<file path="config.mk">
export PLATFORM = sky130hd
export DESIGN_NAME = uart_rx_sipo
export DESIGN_NICKNAME = d
export VERILOG_FILES = /design/src/rtl/uart_pkg.sv /design/src/rtl/sync2.sv /design/src/rtl/uart_rx_sipo.sv
export SDC_FILE = /design/constraint.sdc
export NUM_CORES = 1
export LEC_CHECK = 0
export BUFFER_PORTS_ARGS = -buffer_cell sky130_fd_sc_hd__buf_2
export CAP_MARGIN = 5
export CORE_MARGIN = 4
export CORE_UTILIZATION = 59
export DETAILED_ROUTE_END_ITERATION = 7
export MAX_ROUTING_LAYER = met4
export PLACE_DENSITY_LB_ADDON = 0.05
export SYNTH_ARGS = -nofsm -noshare
export SYNTH_HDL_FRONTEND = slang
export SYNTH_HIERARCHICAL = 1
export SYNTH_SLANG_ARGS = --single-unit
</file>
<file path="constraint.sdc">
create_clock -name clk -period 4.27 [get_ports clk]
set_input_delay 0.6405 -clock clk [delete_from_list [all_inputs] [get_ports clk]]
set_output_delay 0.6405 -clock clk [all_outputs]
set_load 0.05 [all_outputs]
</file>
<file path="src/rtl/uart_pkg.sv">
// Shared UART definitions: receiver FSM states and default framing constants.
package uart_pkg;
  typedef enum logic [2:0] {
    IDLE,
    START,
    DATA,
    STOP,
    BREAK
  } rx_state_t;

  localparam int UART_CLKS_PER_BIT = 16;
  localparam int UART_DATA_BITS    = 8;
endpackage

</file>
<file path="src/rtl/sync2.sv">
// Two-flop synchronizer for an asynchronous single-bit input.
// RST_VAL sets both flops on reset so the output starts at the line's idle level.
module sync2 #(
  parameter logic RST_VAL = 1'b0
) (
  input  logic clk,
  input  logic rst,
  input  logic d_i,
  output logic q_o
);
  logic [1:0] ff_q;

  always_ff @(posedge clk) begin
    if (rst) ff_q <= {2{RST_VAL}};
    else     ff_q <= {ff_q[0], d_i};
  end

  assign q_o = ff_q[1];
endmodule

</file>
<file path="src/rtl/uart_rx_sipo.sv">
// 8N1-style UART receiver: mid-bit sampling, LSB-first shift, valid/ack byte handoff.
// Byte visible the cycle after the stop sample; an unacked byte is overwritten with an overrun pulse.
module uart_rx_sipo
  import uart_pkg::*;
#(
  parameter int CLKS_PER_BIT = UART_CLKS_PER_BIT,
  parameter int DATA_BITS    = UART_DATA_BITS
) (
  input  logic                 clk,
  input  logic                 rst,
  input  logic                 rxd,
  output logic [DATA_BITS-1:0] dout,
  output logic                 rx_valid,
  input  logic                 rx_ack,
  output logic                 frame_err,
  output logic                 overrun,
  output logic                 busy
);
  localparam int CW = $clog2(CLKS_PER_BIT);
  localparam int BW = $clog2(DATA_BITS + 1);
  localparam logic [CW-1:0] HALF_M1  = CW'(CLKS_PER_BIT / 2 - 1);
  localparam logic [CW-1:0] FULL_M1  = CW'(CLKS_PER_BIT - 1);
  localparam logic [BW-1:0] LAST_BIT = BW'(DATA_BITS - 1);

  logic rxs;

  rx_state_t              state_q, state_d;
  logic [CW-1:0]          cnt_q, cnt_d;
  logic [BW-1:0]          bit_q, bit_d;
  logic [DATA_BITS-1:0]   shift_q, shift_d;
  logic [DATA_BITS-1:0]   dout_q, dout_d;
  logic                   valid_q, valid_d;
  logic                   ferr_q, ferr_d;
  logic                   ovr_q, ovr_d;
  logic                   busy_q;

  sync2 #(.RST_VAL(1'b1)) u_sync (
    .clk (clk),
    .rst (rst),
    .d_i (rxd),
    .q_o (rxs)
  );

  always_comb begin
    state_d = state_q;
    cnt_d   = cnt_q + 1'b1;
    bit_d   = bit_q;
    shift_d = shift_q;
    dout_d  = dout_q;
    valid_d = valid_q & ~rx_ack;
    ferr_d  = 1'b0;
    ovr_d   = 1'b0;

    unique case (state_q)
      IDLE: begin
        cnt_d = '0;
        if (!rxs) begin
          state_d = START;
          bit_d   = '0;
        end
      end
      START: begin
        if (cnt_q == HALF_M1) begin
          cnt_d   = '0;
          bit_d   = '0;
          state_d = rxs ? IDLE : DATA;
        end
      end
      DATA: begin
        if (cnt_q == FULL_M1) begin
          cnt_d   = '0;
          shift_d = {rxs, shift_q[DATA_BITS-1:1]};
          if (bit_q == LAST_BIT) begin
            state_d = STOP;
            bit_d   = '0;
          end else begin
            bit_d = bit_q + 1'b1;
          end
        end
      end
      STOP: begin
        if (cnt_q == FULL_M1) begin
          cnt_d = '0;
          if (rxs) begin
            // An ack landing on this same edge retires the old byte, so no overrun.
            dout_d  = shift_q;
            valid_d = 1'b1;
            ovr_d   = valid_q & ~rx_ack;
            state_d = IDLE;
          end else begin
            ferr_d  = 1'b1;
            state_d = BREAK;
          end
        end
      end
      BREAK: begin
        cnt_d = '0;
        if (rxs) state_d = IDLE;
      end
      default: begin
        cnt_d   = '0;
        state_d = IDLE;
      end
    endcase
  end

  always_ff @(posedge clk) begin
    if (rst) begin
      state_q <= IDLE;
      cnt_q   <= '0;
      bit_q   <= '0;
      shift_q <= '0;
      dout_q  <= '0;
      valid_q <= 1'b0;
      ferr_q  <= 1'b0;
      ovr_q   <= 1'b0;
      busy_q  <= 1'b0;
    end else begin
      state_q <= state_d;
      cnt_q   <= cnt_d;
      bit_q   <= bit_d;
      shift_q <= shift_d;
      dout_q  <= dout_d;
      valid_q <= valid_d;
      ferr_q  <= ferr_d;
      ovr_q   <= ovr_d;
      busy_q  <= (state_q != IDLE);
    end
  end

  assign dout      = dout_q;
  assign rx_valid  = valid_q;
  assign frame_err = ferr_q;
  assign overrun   = ovr_q;
  assign busy      = busy_q;
endmodule

</file>
==> results of run 1 <==
## critical path, delay by kind of cell (launching register included)
family / cells / cell delay [ns]
adders and majority gates: 1 / 0.26
DFF: 1 / 0.37
muxes: 1 / 0.22
and+or+nand+nor: 3 / 0.89
## stage by stage
step / hold WS [ns] / total power [uW] / instance area, um^2 / cells / utilization, %
after global routing: 0.449 / 511 / 1450 / 188 / 70.8
after CTS: 0.425 / 496 / 1450 / 188 / 70.8
after floorplan: 0.383 / 328 / 1320 / 145 / -
after global placement: 0.385 / 331 / 1390 / 180 / 68.1
after detailed placement: 0.402 / 331 / 1390 / 180 / 68.1
final: 0.421 / 491 / 1450 / 188 / 70.8
## synthesized netlist by cell type (2+ instances only)
cell type | number | area share [%]
o22ai_1 | 2 | 0.95
inv_1 | 2 | 0.57
or3b_1 | 2 | 1.3
nand2b_1 | 6 | 2.8
nor2_1 | 15 | 4.3
or2_1 | 2 | 0.95
nor3_1 | 7 | 2.7
dfxtp_1 | 33 | 50
ha_1 | 2 | 1.9
nand2_1 | 21 | 6.0
nand3_1 | 2 | 0.76
o21ai_0 | 2 | 0.76
clkbuf_1 | 5 | 1.4
a31oi_1 | 2 | 0.95
mux2i_1 | 10 | 7.6
or3_1 | 2 | 0.95
a21oi_1 | 13 | 4.9
## how the worst max path moves through the flow
stage / endpoint / slack, ns / cells past startpoint
floorplan: dout[0]$_SDFFE_PP0P_ / 2.60 / 6
global placement: dout[4]$_SDFFE_PP0P_ / 2.52 / 5
detailed placement: dout[7]$_SDFFE_PP0P_ / 2.44 / 5
CTS: dout[3]$_SDFFE_PP0P_ / 2.40 / 5
global route: dout[3]$_SDFFE_PP0P_ / 2.31 / 5
finish: dout[3]$_SDFFE_PP0P_ / 2.41 / 5
## sequential cells by signal (all words and copies together), names as in the netlist
| name | cells |
|---|---|
| bit_q | 4 |
| busy | 1 |
| cnt_q | 4 |
| dout | 8 |
| frame_err | 1 |
| overrun | 1 |
| rx_valid | 1 |
| shift_q | 8 |
| state_q | 3 |
| u_sync/ff_q | 2 |
## cells in the final DEF, fill, tap and decap left out, drive strengths merged, types with 2 or more instances in the layout
cell	instances
a21oi	13
a31oi	2
buf	15
clkbuf	5
clkinv	2
dfxtp	33
ha	2
inv	2
mux2i	10
nand2	21
nand2b	6
nand3	2
nand4	2
nor2	15
nor3	8
o21ai	2
o22ai	2
or2	3
or3	2
or3b	2
## per-layer routing
metal / wire length, um / vias to the layer above
li1: - / 536
met1: 1140 / 488
met2: 1110 / 20
met3: 99 / 5
met4: 42 / 0
met5: 0 / -
## layout make-up
type	instances	area, um^2	area share (%)
clock buffers	5	37.5	2.60
clock inverters	3	17.5	1.21
inverters	2	7.51	0.519
multi-input cells	103	614	42.5
flip-flops and latches	33	661	45.7
well taps	27	33.8	2.34
repair buffers	15	75.1	5.19
## where the power goes
part	internal, uW	switching (uW)	leakage (uW)	total [uW]
clock network	62.0	105	0.0000310	167
logic	4.87	8.25	0.000304	13.1
registers	309	1.82	0.000266	311
## kinds of logic (layout without fill, tap and decap cells)
group	Yosys count	count (layout)
compound gates	23	23
xor+xnor	2	2
fa+ha+maj	2	2
buf+inv	9	25
flops	33	33
mux	10	10
simple gates	66	66
==> results.sh, run 1 <==
export IMPL_grt_util_met2_pct=26.7
export IMPL_slew_violations=0
export IMPL_whs_endpoint="u_sync/ff_q[1]$_SDFF_PP1_"
export IMPL_row_count=16
export IMPL_fp_dieH_um=55.3
export IMPL_seq_area_frac_synth_pct=50.1
export IMPL_crit_chain="ha_1 > nand4_2 > or4b_4 > mux2i_1 > nor2_1"
export IMPL_synth_compound_area_share_pct=10.1
export IMPL_post_cts_setup_buffers=0
export IMPL_die_area_um2=3050
export IMPL_fin_crit_sh_pct=43.6
export IMPL_ys_seq_elements=33
export IMPL_synth_cell_type_count=34
export IMPL_cts_resized=0
export IMPL_start_util_pct=64.5
export IMPL_nFillCells=193
export IMPL_pin_count=16
export IMPL_clock_path_buffers=2
export IMPL_vdd_drop_max_uv=274
export IMPL_critPathMaxStageDelay_ns=0.67
export IMPL_post_drt_via_cell_ratio=5.58
export IMPL_die_w_um=55.3
export IMPL_synthToLayoutAreaGrowth_pct=9.78
export IMPL_drt_iter0_markers=19
export IMPL_hold_depth=1
export IMPL_synth_cells=145
export IMPL_rsz0062_at_grt="false"
export IMPL_end_kind="flop"
export IMPL_required_ns=4.47
export IMPL_cts_tree="yes"
export IMPL_cp_arrival_ns=2.07
export IMPL_drc=0
export IMPL_worst_slew_pin_slew_ns=0.627
export IMPL_ant_nets=0
export IMPL_crit_type="flop to flop"
export IMPL_reg2reg_from="cnt_q[0]$_SDFF_PP0_"
export IMPL_p_leak_uw=0.000601
export IMPL_drive_above_1_share_pct=16.8
export IMPL_max_freq_ghz=0.537
export IMPL_yosysWarningCount=6
export IMPL_setup_slack_ns=2.41
export IMPL_overflow=0
export IMPL_tns_ns=0
export IMPL_syn_nets=151
export IMPL_r2r_slack_ns=2.41
export IMPL_grt_start_max_net_pins=33
export IMPL_hold_viol=0
export IMPL_yosys_most_used_dff="dfxtp_1"
export IMPL_synth_top_family_by_area="simple AND/OR/NAND/NOR gates"
export IMPL_synth_edf_count=0
export IMPL_worstPathMaxFanout=10
export IMPL_wl_per_cell_um=12.7
export IMPL_cts_max_level=2
export IMPL_cts_sinks=33
export IMPL_place_congestion=0.819
export IMPL_num_vias=1049
export IMPL_regToRegEndpoint="dout[3]$_SDFFE_PP0P_"
export IMPL_netlist_area_um2=1320
export IMPL_grt_busiest_layer="met2"
export IMPL_synth_simple_gate_area_share_pct=25.7
export IMPL_hp_class="flop to flop"
export IMPL_status="completed"
export IMPL_cap_violations=0
export IMPL_timing_slew_headroom_pct=58.0
export IMPL_insertion_delay_ns=0.34
export IMPL_synthXorXnorAreaFrac_pct=1.33
export IMPL_drt_pre_antenna_iters=4
export IMPL_path_clk_slew_ns=0.10
export IMPL_synthMuxAreaShare_pct=7.60
export IMPL_antenna_found_initial=0
export IMPL_insertedDiodeCount=0
export IMPL_power_density_nw_per_um2=339
export IMPL_yosys_area_share_adder_pct=1.90
export IMPL_track_usage_pct=17.8
export IMPL_dpl_hpwl_mm=1.67
export IMPL_syn_avg_cell_area_um2=9.09
export IMPL_crit_slowest_cell="or4b_4"
export IMPL_crit_path_start_kind="flop"
export IMPL_use_met1_pct=21.9
export IMPL_grt_pass1_wl_mm=4.28
export IMPL_wl_mm=2.40
export IMPL_grt_met3_usage_pct=5.13
export IMPL_period_needed_ns=1.86
export IMPL_reg2regPathDepth=5
export IMPL_grt_pass1_vias=954
export IMPL_nets=166
export IMPL_clock_root_buffer="clkbuf_4"
export IMPL_synthArstFlopShare_pct=0
export IMPL_fin_skew_ns=0.0146
export IMPL_port_buffers=15
export IMPL_final_setup_viol_count=0
export IMPL_min_from="u_sync/ff_q[0]$_SDFF_PP1_"
export IMPL_preCtsSetupSlack_ns=2.44
export IMPL_worstSetupStartpoint="cnt_q[0]$_SDFF_PP0_"
export IMPL_ctsHoldBuffers=0
export IMPL_core_area_um2=2040
export IMPL_cts_buffers=5
(Power assumes the default switching activity.)
==> run 2, diff against run 1 <==
- CORE_UTILIZATION: 59 -> 55
- clock period: 4.27 -> 1.8 ns (I/O delays scaled with it)
==> results.sh, run 2 (synthesis results as in run 1) <==
export IMPL_slew_violations=0
export IMPL_hold_viol=0
export IMPL_worst_slew_pin_slew_ns=0.495
export IMPL_die_area_um2=3240
export IMPL_antenna_found_initial=0
export IMPL_port_buffers=15
export IMPL_pin_count=16
export IMPL_place_area_um2=1430
export IMPL_status="completed"
export IMPL_multiInputGateArea_um2=631
export IMPL_path_clk_slew_ns=0.10
export IMPL_rsz0062_at_grt="false"
export IMPL_wl_met3_um=144
export IMPL_overflow=0
export IMPL_required_ns=2.01
export IMPL_cap_violations=0
export IMPL_crit_slowest_cell="or4b_4"
export IMPL_nets=172
export IMPL_dpl_hpwl_mm=1.65
export IMPL_end_kind="flop"
export IMPL_track_usage_pct=16.7
export IMPL_p_leak_uw=0.000639
export IMPL_worstPathMaxFanout=5
export IMPL_place_congestion=0.860
export IMPL_drc=0
export IMPL_nFillCells=188
export IMPL_die_w_um=56.9
export IMPL_drt_pre_antenna_iters=4
export IMPL_post_drt_via_cell_ratio=5.64
export IMPL_drive_above_1_share_pct=21.0
export IMPL_final_common_cell="dfxtp_1"
export IMPL_final_setup_viol_count=0
export IMPL_num_vias=1100
export IMPL_wl_met2_mm=1.15
export IMPL_grt_pass1_vias=987
export IMPL_seqCellArea_um2=662
export IMPL_start_util_pct=58.4
export IMPL_clock_root_buffer="clkbuf_4"
export IMPL_wl_met1_mm=1.14
export IMPL_tns_ns=0
export IMPL_design_area_um2=1520
export IMPL_crit_type="flop to flop"
export IMPL_power_density_nw_per_um2=817
export IMPL_fin_skew_ns=0.00905
export IMPL_grt_start_max_net_pins=33
export IMPL_routed_top_layer="met4"
export IMPL_core_area_um2=2250
export IMPL_cp_arrival_ns=1.88
export IMPL_wl_mm=2.49
export IMPL_max_freq_ghz=0.598
export IMPL_post_cts_setup_buffers=0
export IMPL_fp_dieH_um=56.9
export IMPL_clock_path_buffers=2
export IMPL_row_count=17
export IMPL_critPathMaxStageDelay_ns=0.59
export IMPL_cts_buffers=5
export IMPL_vdd_drop_max_uv=555
export IMPL_wl_per_cell_um=12.7
export IMPL_grt_pass1_wl_mm=4.11
export IMPL_fin_crit_sh_pct=92.9
export IMPL_crit_chain="ha_2 > nand4_2 > or4b_4 > mux2i_1 > nor2_1"
export IMPL_synthToLayoutAreaGrowth_pct=15.2
export IMPL_cts_sinks=33
export IMPL_mostFrequentLayoutCells="32 x dfxtp_1, 21 x nand2_1, 15 x nor2_1, 15 x buf_2, 13 x a21oi_1"
export IMPL_insertedDiodeCount=0
export IMPL_timing_slew_headroom_pct=67.0
export IMPL_crit_path_start_kind="flop"
export IMPL_drt_iter0_markers=26
export IMPL_period_needed_ns=1.67
export IMPL_hp_class="input port to flop"
export IMPL_ant_nets=0
export IMPL_cts_tree="yes"
export IMPL_cts_max_level=2
export IMPL_insertion_delay_ns=0.33
[run 2: changes by cell type in the layout (fill, tap and decap cells not counted)]
cell,previous run,this run
clkinv_2,2,1
dfxtp_1,33,32
dfxtp_2,0,1
or4b_4,1,2
clkbuf_8,0,2
clkinvlp_4,1,0
ha_2,0,1
ha_1,2,1
buf_4,0,5
[run 2: critical path, delay by kind of cell, from the launching register on]
family	cells	cell delay, ns
muxes	1	0.18
adders and majority gates	1	0.21
DFF	1	0.35
and+or+nand+nor	3	0.81
[run 2: area by class of cell]
cell class	instances	share of cell area, %
clock inverters	1	0.330
clock buffers	7	4.29
repair buffers	20	7.42
well taps	28	2.31
multi-input cells	104	41.5
inverters	2	0.495
flip-flops and latches	33	43.6
[run 2: metal layers]
| layer | track usage (%) | vias up |
|---|---|---|
| met4 | 10.3 | 0 |
| met3 | 5.43 | 10 |
| met5 | - | - |
| li1 | - | 549 |
| met2 | 25.6 | 39 |
| met1 | 18.9 | 502 |
[run 2: through the flow]
| stage | instances | utilization (%) | setup slack [ns] | total power, uW | hold slack, ns |
|---|---|---|---|---|---|
| 3_3_place_gp | 186 | 63.4 | 0.101 | 786 | 0.386 |
| 5_1_grt | 195 | 67.3 | 0.0344 | 1290 | 0.122 |
| 4_1_cts | 194 | 66.5 | 0.0182 | 1250 | 0.119 |
| 2_1_floorplan | 145 | - | 0.126 | 778 | 0.367 |
| 6_report | 195 | 67.3 | 0.128 | 1240 | 0.136 |
| 3_5_place_dp | 186 | 63.4 | 0.0375 | 787 | 0.393 |
[run 2: worst paths after layout]
path         slack, ns  cells after the start                         to                       from
min reg2reg       0.41                      1  u_sync/ff_q[1]$_SDFF_PP1_  u_sync/ff_q[0]$_SDFF_PP1_
min               0.14                      2  u_sync/ff_q[0]$_SDFF_PP1_                        rxd
max reg2reg       0.13                      5       dout[5]$_SDFFE_PP0P_        cnt_q[0]$_SDFF_PP0_
max               0.13                      5       dout[5]$_SDFFE_PP0P_        cnt_q[0]$_SDFF_PP0_
[run 2: report_power, final]
part / internal, uW / leakage (uW) / switching (uW)
registers: 733 / 0.000267 / 3.38
clock network: 226 / 0.0000413 / 243
logic: 12.8 / 0.000331 / 21.5
total: 972 / 0.000639 / 267
[run 2: what timing repair did]
item                                    4_1_cts  5_1_grt
endpoints found under the setup margin        0        8
gates resized for setup                       0        3
hold buffers                                  0        0
==> run 3, diff against run 2 <==
- CORE_UTILIZATION: 55 -> 59
- CTS_BUF_LIST: unset -> sky130_fd_sc_hd__clkbuf_2 sky130_fd_sc_hd__clkbuf_4 sky130_fd_sc_hd__clkbuf_8
- SYNTH_HIERARCHICAL: 1 -> unset
==> results.sh, run 3 <==
export IMPL_status="completed"
export IMPL_cpMostUsedCell="and3_1"
export IMPL_cp_num_cells=6
export IMPL_nets=164
export IMPL_drive_above_1_share_pct=19.0
export IMPL_period_needed_ns=1.59
export IMPL_cts_buffers=5
export IMPL_wl_per_cell_um=12.8
export IMPL_num_vias=1010
export IMPL_insertedDiodeCount=0
export IMPL_fin_crit_sh_pct=88.6
export IMPL_ctsHoldBuffers=0
export IMPL_pin_count=16
export IMPL_synth_top_area_share_pct=48.1
export IMPL_final_setup_viol_count=0
export IMPL_dpl_hpwl_mm=1.67
export IMPL_cts_sinks=33
export IMPL_place_congestion=0.757
export IMPL_syn_avg_cell_area_um2=9.53
export IMPL_mostFrequentLayoutCells="33 x dfxtp_1, 24 x nor2_1, 16 x mux2i_1"
export IMPL_cts_max_level=2
export IMPL_synthArstFlopShare_pct=0
export IMPL_critPathTopFamily="simple AND/OR/NAND/NOR gates"
export IMPL_grt_pass1_vias=990
export IMPL_fp_dieH_um=56.2
export IMPL_worst_slew_pin_slew_ns=0.520
export IMPL_synth_cell_type_count=38
export IMPL_port_buffers=15
export IMPL_track_usage_pct=17.3
export IMPL_p_leak_uw=0.000660
export IMPL_tns_ns=0
export IMPL_yosysTopAreaCell="dfxtp_1"
export IMPL_endpoint="shift_q[6]$_SDFFE_PP0P_"
export IMPL_yosysWarningCount=0
export IMPL_crit_type="flop to flop"
export IMPL_worstSetupStartpoint="cnt_q[0]$_SDFF_PP0_"
export IMPL_cap_violations=0
export IMPL_core_area_um2=2210
export IMPL_hold_viol=0
export IMPL_power_density_nw_per_um2=789
export IMPL_post_drt_via_cell_ratio=5.43
export IMPL_clock_root_buffer="clkbuf_4"
export IMPL_required_ns=1.98
export IMPL_clock_path_buffers=2
export IMPL_crit_chain="ha_1 > and3_1 > and3_1 > buf_4 > mux2i_1 > nor2_1"
export IMPL_wl_mm=2.37
export IMPL_end_kind="flop"
export IMPL_synth_area_leaders="dfxtp_1 48%, mux2i_1 12%, nor2_1 6.6%"
export IMPL_hp_class="input port to flop"
export IMPL_drc=0
export IMPL_final_common_cell="dfxtp_1"
export IMPL_syn_nets=150
export IMPL_crit_slowest_cell="dfxtp_1"
export IMPL_yosysMostFrequentCell="dfxtp_1"
export IMPL_ys_top_cells_by_count="33 x dfxtp_1, 24 x nor2_1, 16 x mux2i_1"
export IMPL_ys_seq_elements=33
export IMPL_post_cts_setup_buffers=0
export IMPL_vdd_drop_max_uv=864
export IMPL_synth_cells=144
export IMPL_reg2regPathDepth=6
export IMPL_grt_pass1_wl_mm=4.18
export IMPL_antenna_found_initial=0
export IMPL_drt_iter0_markers=18
export IMPL_timing_slew_headroom_pct=65.3
export IMPL_start_util_pct=62.0
export IMPL_nFillCells=181
export IMPL_fin_skew_ns=0.00999
export IMPL_grt_start_max_net_pins=32
export IMPL_synthToLayoutAreaGrowth_pct=9.48
export IMPL_cts_tree="yes"
export IMPL_drt_pre_antenna_iters=4
export IMPL_crit_buf_inv=1
export IMPL_regToRegEndpoint="shift_q[6]$_SDFFE_PP0P_"
export IMPL_netlist_area_um2=1370
export IMPL_ant_nets=0
export IMPL_r2r_slack_ns=0.21
export IMPL_cts_resized=0
export IMPL_reg2reg_from="cnt_q[0]$_SDFF_PP0_"
export IMPL_critPathMaxStageDelay_ns=0.36
export IMPL_die_w_um=56.2
export IMPL_timing_hold_ws_ns=0.141
export IMPL_cp_arrival_ns=1.78
export IMPL_worstPathMaxFanout=8
export IMPL_seq_area_frac_synth_pct=48.1
export IMPL_path_clk_slew_ns=0.09
export IMPL_insertion_delay_ns=0.32
export IMPL_yosys_most_used_dff="dfxtp_1"
export IMPL_die_area_um2=3160
export IMPL_overflow=0
export IMPL_synth_edf_count=0
export IMPL_slew_violations=0
export IMPL_row_count=17
export IMPL_rsz0062_at_grt="false"
export IMPL_crit_path_start_kind="flop"
export IMPL_max_freq_ghz=0.627
-- run 3: per-stage QoR --
| stage | utilization, % | worst slack (ns) | std cells | cell area [um^2] | total power (uW) |
|---|---|---|---|---|---|
| finish | 67.9 | 0.205 | 186 | 1500 | 1190 |
| floorplan | - | 0.331 | 144 | 1370 | 781 |
| CTS | 67.9 | 0.196 | 186 | 1500 | 1200 |
| global placement | 65.3 | 0.265 | 179 | 1440 | 790 |
| detailed placement | 65.3 | 0.214 | 179 | 1440 | 790 |
| global route | 67.9 | 0.0613 | 186 | 1500 | 1250 |
-- run 3: layer usage --
metal | global-route usage (%) | vias to the layer above | routed length (um)
li1 | - | 529 | -
met4 | 8.81 | 0 | 14
met5 | - | - | 0
met2 | 26.9 | 19 | 1150
met1 | 20.1 | 460 | 1110
met3 | 5.10 | 2 | 96
-- run 3: cells by family (layout without fill, tap and decap cells) --
| logic type | count (synthesis) | after routing | synth area share (%) |
|---|---|---|---|
| AOI/OAI and AO/OA | 17 | 17 | 8.48 |
| and+or+nand+nor | 60 | 60 | 22.9 |
| xor gates and xnor gates | 4 | 4 | 2.55 |
| muxes | 16 | 16 | 11.7 |
| adders and majority gates | 2 | 2 | 1.82 |
| DFF | 33 | 33 | 48.1 |
| buffers and inverters | 12 | 26 | 4.47 |
-- run 3: report_power, final --
group          internal [uW]  switching, uW
Sequential               734           5.21
Combinational           11.0           22.3
Clock                    199            214
-- run 3: area by class of cell --
type                       instances  area, um^2  share of cell area (%)
tap                               28        35.0                    2.33
sequential                        33         661                    44.0
timing repair buffer              17        90.1                    6.00
multi-input combinational         99         651                    43.3
inverter                           2        7.51                   0.500
clock buffer                       7        58.8                    3.91
-- run 3: how the worst min path moves through the flow --
| stage | to | depth (start not counted) | start |
|---|---|---|---|
| final | u_sync.ff_q[0]$_SDFF_PP1_ | 2 | rxd |
| after global routing | u_sync.ff_q[0]$_SDFF_PP1_ | 2 | rxd |
| after CTS | u_sync.ff_q[0]$_SDFF_PP1_ | 2 | rxd |
| after detailed placement | u_sync.ff_q[1]$_SDFF_PP1_ | 1 | u_sync.ff_q[0]$_SDFF_PP1_ |
| after global placement | u_sync.ff_q[1]$_SDFF_PP1_ | 1 | u_sync.ff_q[0]$_SDFF_PP1_ |
| after floorplan | u_sync.ff_q[0]$_SDFF_PP1_ | 1 | rxd |
